===== src/rtl/sync_fifo_param_pkg.sv =====
// Shared sizing helpers for the parameterised synchronous FIFO and its storage array.
package sync_fifo_param_pkg;

    // Pointer width for a power-of-two depth; occupancy needs one extra bit to reach DEPTH.
    function automatic int unsigned addr_w(input int unsigned depth);
        return $clog2(depth);
    endfunction

    function automatic int unsigned cnt_w(input int unsigned depth);
        return $clog2(depth) + 1;
    endfunction

endpackage


===== src/rtl/sync_fifo_param_ram.sv =====
// DEPTH x DATA_W register array: one synchronous write port, one asynchronous read port.
module fifo_ram_dp
    import sync_fifo_param_pkg::*;
#(
    parameter int DATA_W = 8,
    parameter int DEPTH  = 8,
    localparam int AW    = addr_w(DEPTH)
) (
    input  logic              clk,
    input  logic              we,
    input  logic [AW-1:0]     waddr,
    input  logic [DATA_W-1:0] wdata,
    input  logic [AW-1:0]     raddr,
    output logic [DATA_W-1:0] rdata
);

    // Contents are intentionally left uninitialised; reset only clears the pointers.
    logic [DATA_W-1:0] mem [DEPTH];

    always_ff @(posedge clk) begin
        if (we) begin
            mem[waddr] <= wdata;
        end
    end

    assign rdata = mem[raddr];

endmodule


===== src/rtl/sync_fifo_param.sv =====
// Single-clock FIFO with programmable almost flags, error pulses and selectable registered/FWFT output.
module sync_fifo_param
    import sync_fifo_param_pkg::*;
#(
    parameter int DATA_W    = 8,
    parameter int DEPTH     = 8,
    parameter int AF_THRESH = DEPTH - 2,
    parameter int AE_THRESH = 2,
    parameter int FWFT      = 0,
    localparam int AW       = addr_w(DEPTH),
    localparam int CW       = cnt_w(DEPTH)
) (
    input  logic              clk,
    input  logic              rst,
    input  logic              wr_en,
    input  logic [DATA_W-1:0] data_in,
    input  logic              rd_en,
    output logic [DATA_W-1:0] data_out,
    output logic              empty,
    output logic              full,
    output logic              almost_full,
    output logic              almost_empty,
    output logic [CW-1:0]     fifo_count,
    output logic              overflow,
    output logic              underflow
);

    localparam logic [CW-1:0] FULL_C = CW'(DEPTH);
    localparam logic [CW-1:0] AF_C   = CW'(AF_THRESH);
    localparam logic [CW-1:0] AE_C   = CW'(AE_THRESH);

    logic [AW-1:0]     wr_ptr;
    logic [AW-1:0]     rd_ptr;
    logic [CW-1:0]     count;
    logic              rd_acc;
    logic              wr_acc;
    logic [DATA_W-1:0] rdata;

    // Flags decode the registered count only, so they never see the inputs combinationally.
    assign empty        = (count == '0);
    assign full         = (count == FULL_C);
    assign almost_full  = (count >= AF_C);
    assign almost_empty = (count <= AE_C);
    assign fifo_count   = count;

    // A full FIFO still accepts a write when the same cycle pops an entry.
    assign rd_acc = rd_en & ~empty;
    assign wr_acc = wr_en & (~full | rd_acc);

    fifo_ram_dp #(
        .DATA_W (DATA_W),
        .DEPTH  (DEPTH)
    ) u_ram (
        .clk   (clk),
        .we    (wr_acc),
        .waddr (wr_ptr),
        .wdata (data_in),
        .raddr (rd_ptr),
        .rdata (rdata)
    );

    always_ff @(posedge clk) begin
        if (rst) begin
            wr_ptr    <= '0;
            rd_ptr    <= '0;
            count     <= '0;
            overflow  <= 1'b0;
            underflow <= 1'b0;
        end else begin
            if (wr_acc) begin
                wr_ptr <= wr_ptr + 1'b1;
            end
            if (rd_acc) begin
                rd_ptr <= rd_ptr + 1'b1;
            end
            unique case ({wr_acc, rd_acc})
                2'b10:   count <= count + 1'b1;
                2'b01:   count <= count - 1'b1;
                default: count <= count;
            endcase
            overflow  <= wr_en & ~wr_acc;
            underflow <= rd_en & ~rd_acc;
        end
    end

    generate
        if (FWFT != 0) begin : g_fwft
            // Head entry is exposed directly; zero while there is nothing to show.
            assign data_out = empty ? '0 : rdata;
        end else begin : g_reg
            logic [DATA_W-1:0] data_q;

            always_ff @(posedge clk) begin
                if (rst) begin
                    data_q <= '0;
                end else if (rd_acc) begin
                    data_q <= rdata;
                end
            end

            assign data_out = data_q;
        end
    endgenerate

endmodule


===== config.mk =====
export PLATFORM = sky130hd
export DESIGN_NAME = sync_fifo_param
export DESIGN_NICKNAME = d
export VERILOG_FILES = /design/src/rtl/sync_fifo_param_pkg.sv /design/src/rtl/sync_fifo_param_ram.sv /design/src/rtl/sync_fifo_param.sv
export SDC_FILE = /design/constraint.sdc
export NUM_CORES = 1
export LEC_CHECK = 0
export CELL_PAD_IN_SITES_DETAIL_PLACEMENT = 2
export CELL_PAD_IN_SITES_GLOBAL_PLACEMENT = 2
export CORE_UTILIZATION = 35
export CTS_BUF_LIST = sky130_fd_sc_hd__clkbuf_8
export CTS_CLUSTER_DIAMETER = 40
export DETAILED_ROUTE_END_ITERATION = 10
export HOLD_SLACK_MARGIN = 0.12
export MAX_ROUTING_LAYER = met4
export PLACE_DENSITY = 0.77
export RECOVER_POWER = 25
export SLEW_MARGIN = 30
export SYNTH_ARGS = -nofsm -noshare
export SYNTH_HDL_FRONTEND = slang
export SYNTH_SLANG_ARGS = --single-unit

===== constraint.sdc =====
create_clock -name clk -period 6.64 [get_ports clk]
set_input_delay 1.328 -clock clk [delete_from_list [all_inputs] [get_ports clk]]
set_output_delay 1.328 -clock clk [all_outputs]
set_load 0.1 [all_outputs]

==> results of run 1 <==
[cell usage in the layout, fill, tap and decap left out, drive strengths merged, types with 2 or more instances in the layout]
master and n:
a211oi 11, a21oi 3, buf 5, clkbuf 9, clkdlybuf4s50 23, clkinv 2, dfxtp 20, dlygate4sd3 6
edfxtp 64, ha 4, inv 8, mux2i 10, mux4 16, nand2 5, nand2b 4, nand3 2
nor2 21, nor3 5, o211ai 2, o21ai 2, xnor2 4, xor2 3
[flip-flops by register name, summed over array words and instances (netlist names)]
name / cells
data_out: 8
fifo_count: 4
overflow: 1
rd_ptr: 3
u_ram.mem: 64
underflow: 1
wr_ptr: 3
[path summary, 6_finish.rpt]
path | startpoint | cells after the start | to | slack (ps)
worst max-delay path | fifo_count[1]$_SDFFE_PP0P_ | 3 | full | 2620
worst min-delay path | data_out[4]$_SDFFE_PP0P_ | 2 | data_out[4]$_SDFFE_PP0P_ | 500
worst max register to register | fifo_count[3]$_SDFFE_PP0P_ | 8 | fifo_count[3]$_SDFFE_PP0P_ | 3990
worst min register to register | data_out[4]$_SDFFE_PP0P_ | 2 | data_out[4]$_SDFFE_PP0P_ | 500
[power breakdown]
group          internal, mW  leakage, nW  switching [mW]  total, mW
combinational         0.253        0.454           0.557      0.810
clock                 0.150        0.103           0.218      0.369
sequential            0.620        0.746          0.0653      0.685
[worst reg2reg max path, stage by stage (launching register included)]
cell and delay, ps:
sky130_fd_sc_hd__dfxtp_1 450, sky130_fd_sc_hd__o41a_2 720, sky130_fd_sc_hd__nand2b_1 190, sky130_fd_sc_hd__inv_1 80
sky130_fd_sc_hd__ha_1 320, sky130_fd_sc_hd__a21oi_1 300, sky130_fd_sc_hd__nor4bb_1 270, sky130_fd_sc_hd__o21bai_1 110
sky130_fd_sc_hd__a31oi_1 130
[synth_stat cells (all sizes together) (2+ instances only)]
master / instances / area (um^2)
buf: 11 / 86.3
nor3: 5 / 25.0
nand2b: 4 / 25.0
xor2: 3 / 26.3
ha: 4 / 50.1
nand2: 5 / 18.8
nor2: 21 / 78.8
o21ai: 2 / 21.3
mux4: 16 / 360
inv: 3 / 11.3
mux2i: 10 / 100
a211oi: 11 / 95.1
o211ai: 2 / 15.0
nand3: 2 / 10.0
a21oi: 3 / 15.0
dfxtp: 20 / 400
xnor2: 4 / 35.0
edfxtp: 64 / 1920
clkbuf: 3 / 22.5
[routing by layer]
metal	vias up	global-route usage (%)
met2	47	26.1
met3	15	2.53
met4	0	8.57
li1	868	-
met5	-	-
met1	987	20.4
[through the flow]
step | instance area, um^2 | hold WS (ps) | instances | util [%]
2_1_floorplan | 3520 | 555 | 211 | -
3_3_place_gp | 3860 | 489 | 362 | 39.5
3_5_place_dp | 3860 | 498 | 362 | 39.5
4_1_cts | 4060 | 511 | 378 | 41.6
5_1_grt | 4060 | 537 | 378 | 41.6
6_report | 4060 | 505 | 378 | 41.6
[layout make-up]
cell class / count / share of cell area (%)
Multi-Input combinational cell: 108 / 25.5
Inverter: 3 / 0.277
Timing Repair Buffer: 34 / 8.07
Sequential cell: 84 / 57.2
Clock inverter: 7 / 1.82
Tap cell: 133 / 4.10
Clock buffer: 9 / 3.05
[kinds of logic (layout without fill, tap and decap cells)]
family                   Yosys count  in the layout
multiplexers                      26             26
AND/OR/NAND/NOR                   46             46
XOR/XNOR                           7              7
adder cells (fa/ha/maj)            5              5
flip-flops                        84             84
AO/OA/AOI/OAI                     24             24
buffers and inverters             19             53
==> flow_metrics.tcl, run 1 <==
set metrics [dict create \
    multiInputGateArea_mm2 0.00104 \
    critPathCaptureType "output pin" \
    first_global_vias 2080 \
    synth-seq-area-share_pct 66.0 \
    detail_route.vias_per_cell 5.07 \
    synth_xor_area_share_pct 1.74 \
    synthMuxAreaShare_pct 13.1 \
    final-seq-area_mm2 0.00232 \
    ffs_w_async_s_r_synth_pct 0 \
    layout_stage_area_growth_over_the_synthesis_result_pct 15.6 \
    placement.io_buffers 29 \
    synth_edf_count 64 \
    n_fill_cell 962 \
    cellLeakagePower_nw 1.30 \
    period_share_pct 60.6 \
    fin_skew_ps 9.71 \
    routed-wl-met3_um 180 \
    antenna_cells_inserted 0 \
    worstSetupStartpointType "flip-flop" \
    timing_max_transition_violations_final 0 \
    max-slew-margin-rel_pct 35.2 \
    slowest_delay_ps 1140 \
    detailedRoute.firstPassIterationCount 4 \
    synth_seq_cells 84 \
    final.setup.worst_slack_ps 2620 \
    synth_compound_gate_area_share_pct 5.94 \
    post_synth_instance_area_mm2 0.00352 \
    detailed_route_wire_length_per_cell_um 19.7 \
    ys_dominant_reg_cell "sky130_fd_sc_hd__edfxtp_1" \
    crit_type "flip-flop to output pin" \
    max_clock_freq_ghz 0.249 \
    htree_num_levels 3 \
    cellPowerDensity_mw_per_mm2 459 \
    ys_types 44 \
    ctsRootBufferMaster "sky130_fd_sc_hd__clkbuf_8" \
    antenna_violations_before_repair 0 \
    placement_rows 36 \
    routedLengthMet1_um 3350 \
    number_of_buffers_added_by_the_clock_tree_synthesis_step 9 \
    routabilityCongestion 0.690 \
    hold_path.class "flip-flop to flip-flop" \
    die_y_um 102 \
    synthSimpleGateAreaFrac_pct 6.58 \
    critPathRequiredTime_ps 5310 \
    grt_first_pass_wirelength_um 11800 \
    worstMarginPinSlew_ps 969 \
    dominant_combinational_cell_family_by_area_after_synthesis "multiplexers" \
    die_width_um 102 \
    crit_path_cell_trace "nor3_1, and2_1, clkdlybuf4s50_1" \
    cell_at_the_slowest_stage_of_the_critical_path "sky130_fd_sc_hd__clkdlybuf4s50_1" \
    top_layer "met4" \
    timing.critical_path.fanout_max 11 \
    cts_hold_buffers 0 \
    finalHoldViolations 0 \
    track_usage_pct 16.4 \
    post-place-ws_ps 2760 \
    num_vias 1917 \
    cts_sinks 84 \
    clk_pin_slew_ps 100 \
    hpwlAfterDp_um 4940 \
    synth.yosys.warnings 0 \
    number_of_top_level_pins 30 \
    syn-instance-count 211 \
    fp.dieArea_mm2 0.0105 \
    critPathArrivalTime_ps 2690 \
    clock_period_minus_worst_slack_ps 4020 \
    rsz0062_at_grt "no" \
    grt_overflow_total 0 \
    setup_tns_ps 0 \
    status "complete, no violations" \
    drc 0 \
    cts_repair_resize_count 0 \
    power_mw 1.86 \
    total_routed_wirelength_um 7450 \
    timing.critical_path.buf_inv 1 \
    irDropWorstVdd_v 0.000254 \
    postRouteAntennaNets 0 \
    tritoncts "yes" \
    initial_core_util_pct 36.0 \
    synthesis.nets 228 \
    post_cts_setup_buffers 0 \
    fraction_of_final_layout_cells_with_drive_strength_greater_than_1_pct 17.6 \
    max_cap_violations 0 \
    nets 257 \
    timing.final.setup_violations 0 \
    ctsLongestPathBuffers 2 \
    synthesis.area_per_instance_um2 16.7 \
    first_iter_violations 75 \
    cp_top_family "buffers and inverters" \
    core-area_mm2 0.00977 \
    synth_adder_area_share_pct 1.99 \
    grt_start_max_net_pins 21 \
    clock_latency_of_the_later_clocked_register_in_the_worst_skew_pair_ps 370 \
    wl_met2_um 3740 \
]
(Power assumes the default switching activity.)
==> inputs of run 2 (changes only) <==
==> constraint.sdc (replaced) <==
create_clock -name clk -period 3.9 [get_ports clk]
set_input_delay 0.78 -clock clk [delete_from_list [all_inputs] [get_ports clk]]
set_output_delay 0.78 -clock clk [all_outputs]
set_load 0.1 [all_outputs]
==> run 2 against run 1 <==
Net effect: critical path depth down 1; clock skew is 4.4 ps higher; power increased by 73%; sequential share of layout area down 0.54 points; count of clock-buffer cells in the layout did not move; utilization is 0.42 points higher; register-to-register slack got worse by 3000 ps; worst setup slack got worse by 1800 ps; sequential cell count stayed put; cell count up 1.3%; non-clock buffer count up 5; via count rose by 0.37%; largest power group unchanged.
==> flow_metrics.tcl, run 2 (synthesized netlist as in run 1, its figures left out) <==
set metrics [dict create \
    status "complete, no violations" \
    power_frac_comb_pct 42.0 \
    number_of_buffers_added_by_the_clock_tree_synthesis_step 9 \
    cts_sinks 84 \
    timing.critical_path.buf_inv 1 \
    hpwlAfterDp_um 5200 \
    fp.dieArea_mm2 0.0105 \
    post_dp_cell_area_mm2 0.00390 \
    antenna_cells_inserted 0 \
    worstSetupStartpointType "flip-flop" \
    finalHoldViolations 0 \
    clk_pin_slew_ps 90 \
    layout_common_cells "64 x sky130_fd_sc_hd__edfxtp_1, 21 x sky130_fd_sc_hd__nor2_1, 21 x sky130_fd_sc_hd__clkdlybuf4s50_1, 19 x sky130_fd_sc_hd__dfxtp_1, 16 x sky130_fd_sc_hd__mux4_2" \
    timing.final.setup_violations 0 \
    critPathArrivalTime_ps 2280 \
    nets 262 \
    max_clock_freq_ghz 0.327 \
    ctsLongestPathBuffers 2 \
    share_clk_of_total_power_pct 20.2 \
    cp_top_family "buffers and inverters" \
    largest_register_ffs 64 \
    cts_repair_resize_count 0 \
    number_of_top_level_pins 30 \
    grt_start_max_net_pins 21 \
    antenna_violations_before_repair 0 \
    fraction_of_final_layout_cells_with_drive_strength_greater_than_1_pct 20.4 \
    drc 0 \
    final_util_pct 42.0 \
    placement_rows 36 \
    first_global_vias 2115 \
    crit_path_cell_trace "a21o_1, clkdlybuf4s50_1" \
    post_cts_setup_buffers 0 \
    max_flop_register "u_ram.mem" \
    track_usage_pct 17.6 \
    worstMarginPinSlew_ps 968 \
    cellPowerDensity_mw_per_mm2 785 \
    grt_overflow_total 0 \
    die_width_um 102 \
    detailedRoute.firstPassIterationCount 4 \
    cell_at_the_slowest_stage_of_the_critical_path "sky130_fd_sc_hd__clkdlybuf4s50_1" \
    detail_route.vias_per_cell 5.02 \
    cellLeakagePower_nw 1.33 \
    cts_hold_buffers 0 \
    clock_latency_of_the_later_clocked_register_in_the_worst_skew_pair_ps 360 \
    switching_share_of_total_power_pct 44.3 \
    grt_first_pass_wirelength_um 12400 \
    core-area_mm2 0.00977 \
    layout_stage_area_growth_over_the_synthesis_result_pct 16.7 \
    total_routed_wirelength_um 7820 \
    max_cap_violations 0 \
    placement.io_buffers 29 \
    fin_skew_ps 14.1 \
    first_iter_violations 61 \
    num_vias 1924 \
    setup_tns_ps 0 \
    ctsRootBufferMaster "sky130_fd_sc_hd__clkbuf_8" \
    postRouteAntennaNets 0 \
    htree_num_levels 3 \
    irDropWorstVdd_v 0.000362 \
    critPathCaptureType "output pin" \
    final_area_mm2 0.00410 \
    internal-power_mw 1.79 \
    tritoncts "yes" \
    period_share_pct 78.4 \
    crit_type "flip-flop to output pin" \
    critPathRequiredTime_ps 3120 \
    die_y_um 102 \
    clock_period_minus_worst_slack_ps 3060 \
    pwr-share-seq_pct 37.8 \
    layout_commonest_cell "sky130_fd_sc_hd__edfxtp_1" \
    p_sw_mw 1.43 \
    initial_core_util_pct 36.0 \
    timing_max_transition_violations_final 0 \
    detailed_route_wire_length_per_cell_um 20.4 \
    max-slew-margin-rel_pct 35.3 \
    routabilityCongestion 0.711 \
    slowest_delay_ps 1120 \
    rsz0062_at_grt "no" \
    timing.critical_path.fanout_max 11 \
    hold_path.class "flip-flop to flip-flop" \
]
[run 2: cell types whose count changed in the layout (fill, tap and decap cells not counted), sizes merged]
cell / change
buf: +7
bufinv: +1
clkdlybuf4s50: -2
clkinv: +1
inv: -2
[run 2: path summary, 6_finish.rpt]
check,from,end,slack (ps),cells past startpoint
min,data_out[3]$_SDFFE_PP0P_,data_out[3]$_SDFFE_PP0P_,510,2
max,fifo_count[1]$_SDFFE_PP0P_,almost_full,840,2
min reg2reg,data_out[3]$_SDFFE_PP0P_,data_out[3]$_SDFFE_PP0P_,510,2
max reg2reg,fifo_count[3]$_SDFFE_PP0P_,fifo_count[3]$_SDFFE_PP0P_,990,8
[run 2: per-layer routing]
layer  up-vias  part of all wire [%]  global-route usage (%)
met5         -                     0                       -
met1      1004                    45                    21.6
li1        881                     -                       -
met4         0                   1.9                    6.70
met2        28                    51                    28.2
met3        11                   2.4                    3.97
[run 2: final cells by class]
| class | count | area (um^2) |
|---|---|---|
| Tap cell | 133 | 166 |
| Sequential cell | 84 | 2320 |
| Clock buffer | 9 | 124 |
| Inverter | 3 | 11.3 |
| Clock inverter | 7 | 81.3 |
| Multi-Input combinational cell | 108 | 1040 |
| Timing Repair Buffer | 39 | 360 |
| Fill cell | 959 | 5670 |
[run 2: worst min-delay path: stages, from the launching register on]
cell and delay, ps:
sky130_fd_sc_hd__dfxtp_1 320, sky130_fd_sc_hd__nor2_1 100, sky130_fd_sc_hd__a211oi_1 50
[run 2: power by group through the flow]
stage | logic [mW] | clock network, mW | registers (mW)
floorplan | 0.822 | 0 | 1.52
detailed placement | 1.36 | 0 | 1.24
global route | 1.43 | 0.705 | 1.24
finish | 1.35 | 0.649 | 1.22
CTS | 1.37 | 0.670 | 1.22
global placement | 1.31 | 0 | 1.23
[run 2: metrics by stage]
| stage | instances | hold WS [ps] | total power [mW] | setup slack [ps] |
|---|---|---|---|---|
| CTS | 383 | 523 | 3.26 | 817 |
| detailed placement | 367 | 510 | 2.60 | 699 |
| finish | 383 | 512 | 3.22 | 844 |
| global route | 383 | 544 | 3.37 | 760 |
| global placement | 367 | 493 | 2.54 | 913 |
| floorplan | 211 | 555 | 2.34 | 420 |
==> inputs of run 3 (changes only) <==
--- a/config.mk
+++ b/config.mk
@@ -13,7 +13,7 @@
 export DETAILED_ROUTE_END_ITERATION = 10
 export HOLD_SLACK_MARGIN = 0.12
 export MAX_ROUTING_LAYER = met4
-export PLACE_DENSITY = 0.77
+export PLACE_DENSITY = 0.8
 export RECOVER_POWER = 25
 export SLEW_MARGIN = 30
 export SYNTH_ARGS = -nofsm -noshare
==> constraint.sdc (replaced) <==
create_clock -name clk -period 2.6 [get_ports clk]
set_input_delay 0.52 -clock clk [delete_from_list [all_inputs] [get_ports clk]]
set_output_delay 0.52 -clock clk [all_outputs]
set_load 0.1 [all_outputs]
==> run 3 against run 2 <==
Net effect: first-iteration DRC count decreased by 36%; register-to-register slack got worse by 720 ps; worst setup slack worse by 580 ps; routed wire length rose by 4.7%.
==> flow_metrics.tcl, run 3 (synthesized netlist as in run 1, its figures left out) <==
set metrics [dict create \
    worstMarginPinSlew_ps 813 \
    routed-wl-met3_um 270 \
    worstSetupStartpointType "flip-flop" \
    rsz0062_at_grt "no" \
    post-place-ws_ps 8.75 \
    number_of_buffers_added_by_the_clock_tree_synthesis_step 9 \
    critPathArrivalTime_ps 2610 \
    cp_top_family "compound AO/OA/AOI/OAI gates" \
    crit_type "flip-flop to flip-flop" \
    irDropWorstVdd_v 0.000491 \
    first_iter_violations 39 \
    layout_common_cells "64 x sky130_fd_sc_hd__edfxtp_1, 30 x sky130_fd_sc_hd__buf_4, 20 x sky130_fd_sc_hd__nor2_1, 16 x sky130_fd_sc_hd__mux4_2, 16 x sky130_fd_sc_hd__dfxtp_1" \
    cell_at_the_slowest_stage_of_the_critical_path "sky130_fd_sc_hd__o41a_2" \
    post_dp_cell_area_mm2 0.00394 \
    detailedRoute.firstPassIterationCount 4 \
    p_sw_mw 2.14 \
    final.setup.worst_slack_ps 266 \
    status "complete, no violations" \
    antenna_cells_inserted 0 \
    critPathRequiredTime_ps 2880 \
    final_area_mm2 0.00412 \
    htree_num_levels 3 \
    clock_latency_of_the_later_clocked_register_in_the_worst_skew_pair_ps 360 \
    clock_period_minus_worst_slack_ps 2330 \
    wl_met2_um 4280 \
    grt_start_max_net_pins 20 \
    drc 0 \
    cts_hold_buffers 0 \
    hold_path.class "flip-flop to flip-flop" \
    cts_repair_resize_count 0 \
    n_fill_cell 969 \
    top_layer "met4" \
    max_clock_freq_ghz 0.428 \
    layout_commonest_cell "sky130_fd_sc_hd__edfxtp_1" \
    timing.critical_path.fanout_max 10 \
    core-area_mm2 0.00977 \
    total_routed_wirelength_um 8190 \
    pwr-share-seq_pct 36.6 \
    fin_skew_ps 9.01 \
    switching_share_of_total_power_pct 44.7 \
    crit_path_cell_trace "o41a_2, nand2b_1, inv_1, ha_1, a21oi_1, nor4bb_1, o21bai_1, a31oi_1" \
    finalHoldViolations 0 \
    slowest_delay_ps 500 \
    internal-power_mw 2.65 \
    cts_sinks 84 \
    tritoncts "yes" \
    die_width_um 102 \
    period_share_pct 89.8 \
    grt_overflow_total 0 \
    first_global_vias 2099 \
    placement.io_buffers 29 \
    cellPowerDensity_mw_per_mm2 1160 \
    largest_register_ffs 64 \
    cellLeakagePower_nw 1.36 \
    final_util_pct 42.1 \
    fp.dieArea_mm2 0.0105 \
    layout_stage_area_growth_over_the_synthesis_result_pct 17.1 \
    timing.final.setup_violations 0 \
    timing_max_transition_violations_final 0 \
    number_of_top_level_pins 30 \
    max-slew-margin-rel_pct 45.6 \
    postRouteAntennaNets 0 \
    fraction_of_final_layout_cells_with_drive_strength_greater_than_1_pct 29.5 \
    hold_slack_ps 505 \
    nets 266 \
    clk_pin_slew_ps 90 \
    track_usage_pct 17.9 \
    critPathCaptureType "flip-flop" \
    timing.critical_path.buf_inv 1 \
    routabilityCongestion 0.744 \
    ctsLongestPathBuffers 2 \
    grt_first_pass_wirelength_um 12500 \
    detail_route.vias_per_cell 5.07 \
    routedLengthMet1_um 3450 \
    placement_rows 36 \
    max_cap_violations 0 \
    antenna_violations_before_repair 0 \
    share_clk_of_total_power_pct 17.5 \
    max_flop_register "u_ram.mem" \
    setup_tns_ps 0 \
    ctsRootBufferMaster "sky130_fd_sc_hd__clkbuf_8" \
    post_cts_setup_buffers 0 \
    initial_core_util_pct 36.0 \
    hpwlAfterDp_um 5740 \
    die_y_um 102 \
    detailed_route_wire_length_per_cell_um 21.2 \
    num_vias 1964 \
    power_frac_comb_pct 45.9 \
]
-- run 3: cell count changes in the layout (fill, tap and decap cells not counted), moves of 2 or more --
cell / previous run / this run
sky130_fd_sc_hd__buf_12: 0 / 2
sky130_fd_sc_hd__buf_4: 12 / 30
sky130_fd_sc_hd__clkdlybuf4s50_1: 21 / 5
sky130_fd_sc_hd__clkinvlp_4: 0 / 3
sky130_fd_sc_hd__dfxtp_1: 19 / 16
sky130_fd_sc_hd__dfxtp_2: 1 / 4
-- run 3: layout make-up --
type / count / area [um^2] / area share, %
multi-input combinational: 108 / 1060 / 25.7
timing repair buffer: 43 / 375 / 9.12
tap: 133 / 166 / 4.04
inverter: 3 / 11.3 / 0.274
sequential: 84 / 2330 / 56.5
clock inverter: 7 / 52.6 / 1.28
clock buffer: 9 / 124 / 3.01
-- run 3: power groups by stage --
stage                     Combinational [mW]  Sequential (mW)  Clock (mW)
after floorplan                         1.25             2.28           0
after global placement                  2.17             1.77           0
after detailed placement                2.22             1.78           0
after CTS                               2.23             1.76       0.867
after global routing                    2.34             1.77       0.910
final                                   2.20             1.75       0.840
-- run 3: worst reg2reg max path, stage by stage (launching register included) --
cell and delay [ps]:
sky130_fd_sc_hd__dfxtp_2 410, sky130_fd_sc_hd__o41a_2 510, sky130_fd_sc_hd__nand2b_1 130, sky130_fd_sc_hd__inv_1 80, sky130_fd_sc_hd__ha_1 320, sky130_fd_sc_hd__a21oi_1 280
sky130_fd_sc_hd__nor4bb_1 270, sky130_fd_sc_hd__o21bai_1 120, sky130_fd_sc_hd__a31oi_1 140
-- run 3: path summary, 6_finish.rpt --
kind | from | end | slack, ps | cells after the start
worst max-delay path | fifo_count[0]$_SDFFE_PP0P_ | fifo_count[3]$_SDFFE_PP0P_ | 270 | 8
worst min-delay path | data_out[1]$_SDFFE_PP0P_ | data_out[1]$_SDFFE_PP0P_ | 500 | 2
worst max register to register | fifo_count[0]$_SDFFE_PP0P_ | fifo_count[3]$_SDFFE_PP0P_ | 270 | 8
worst min register to register | data_out[1]$_SDFFE_PP0P_ | data_out[1]$_SDFFE_PP0P_ | 500 | 2
-- run 3: metal layers --
| layer | vias to the layer above | track usage (%) |
|---|---|---|
| met3 | 17 | 4.17 |
| met1 | 1015 | 21.0 |
| li1 | 888 | - |
| met4 | 0 | 7.47 |
| met2 | 44 | 29.4 |
| met5 | - | - |
-- run 3: stage by stage --
stage / std cells / total power [mW]
6_report: 387 / 4.79
5_1_grt: 387 / 5.02
4_1_cts: 387 / 4.85
3_5_place_dp: 371 / 4.00
3_3_place_gp: 371 / 3.94
2_1_floorplan: 211 / 3.53
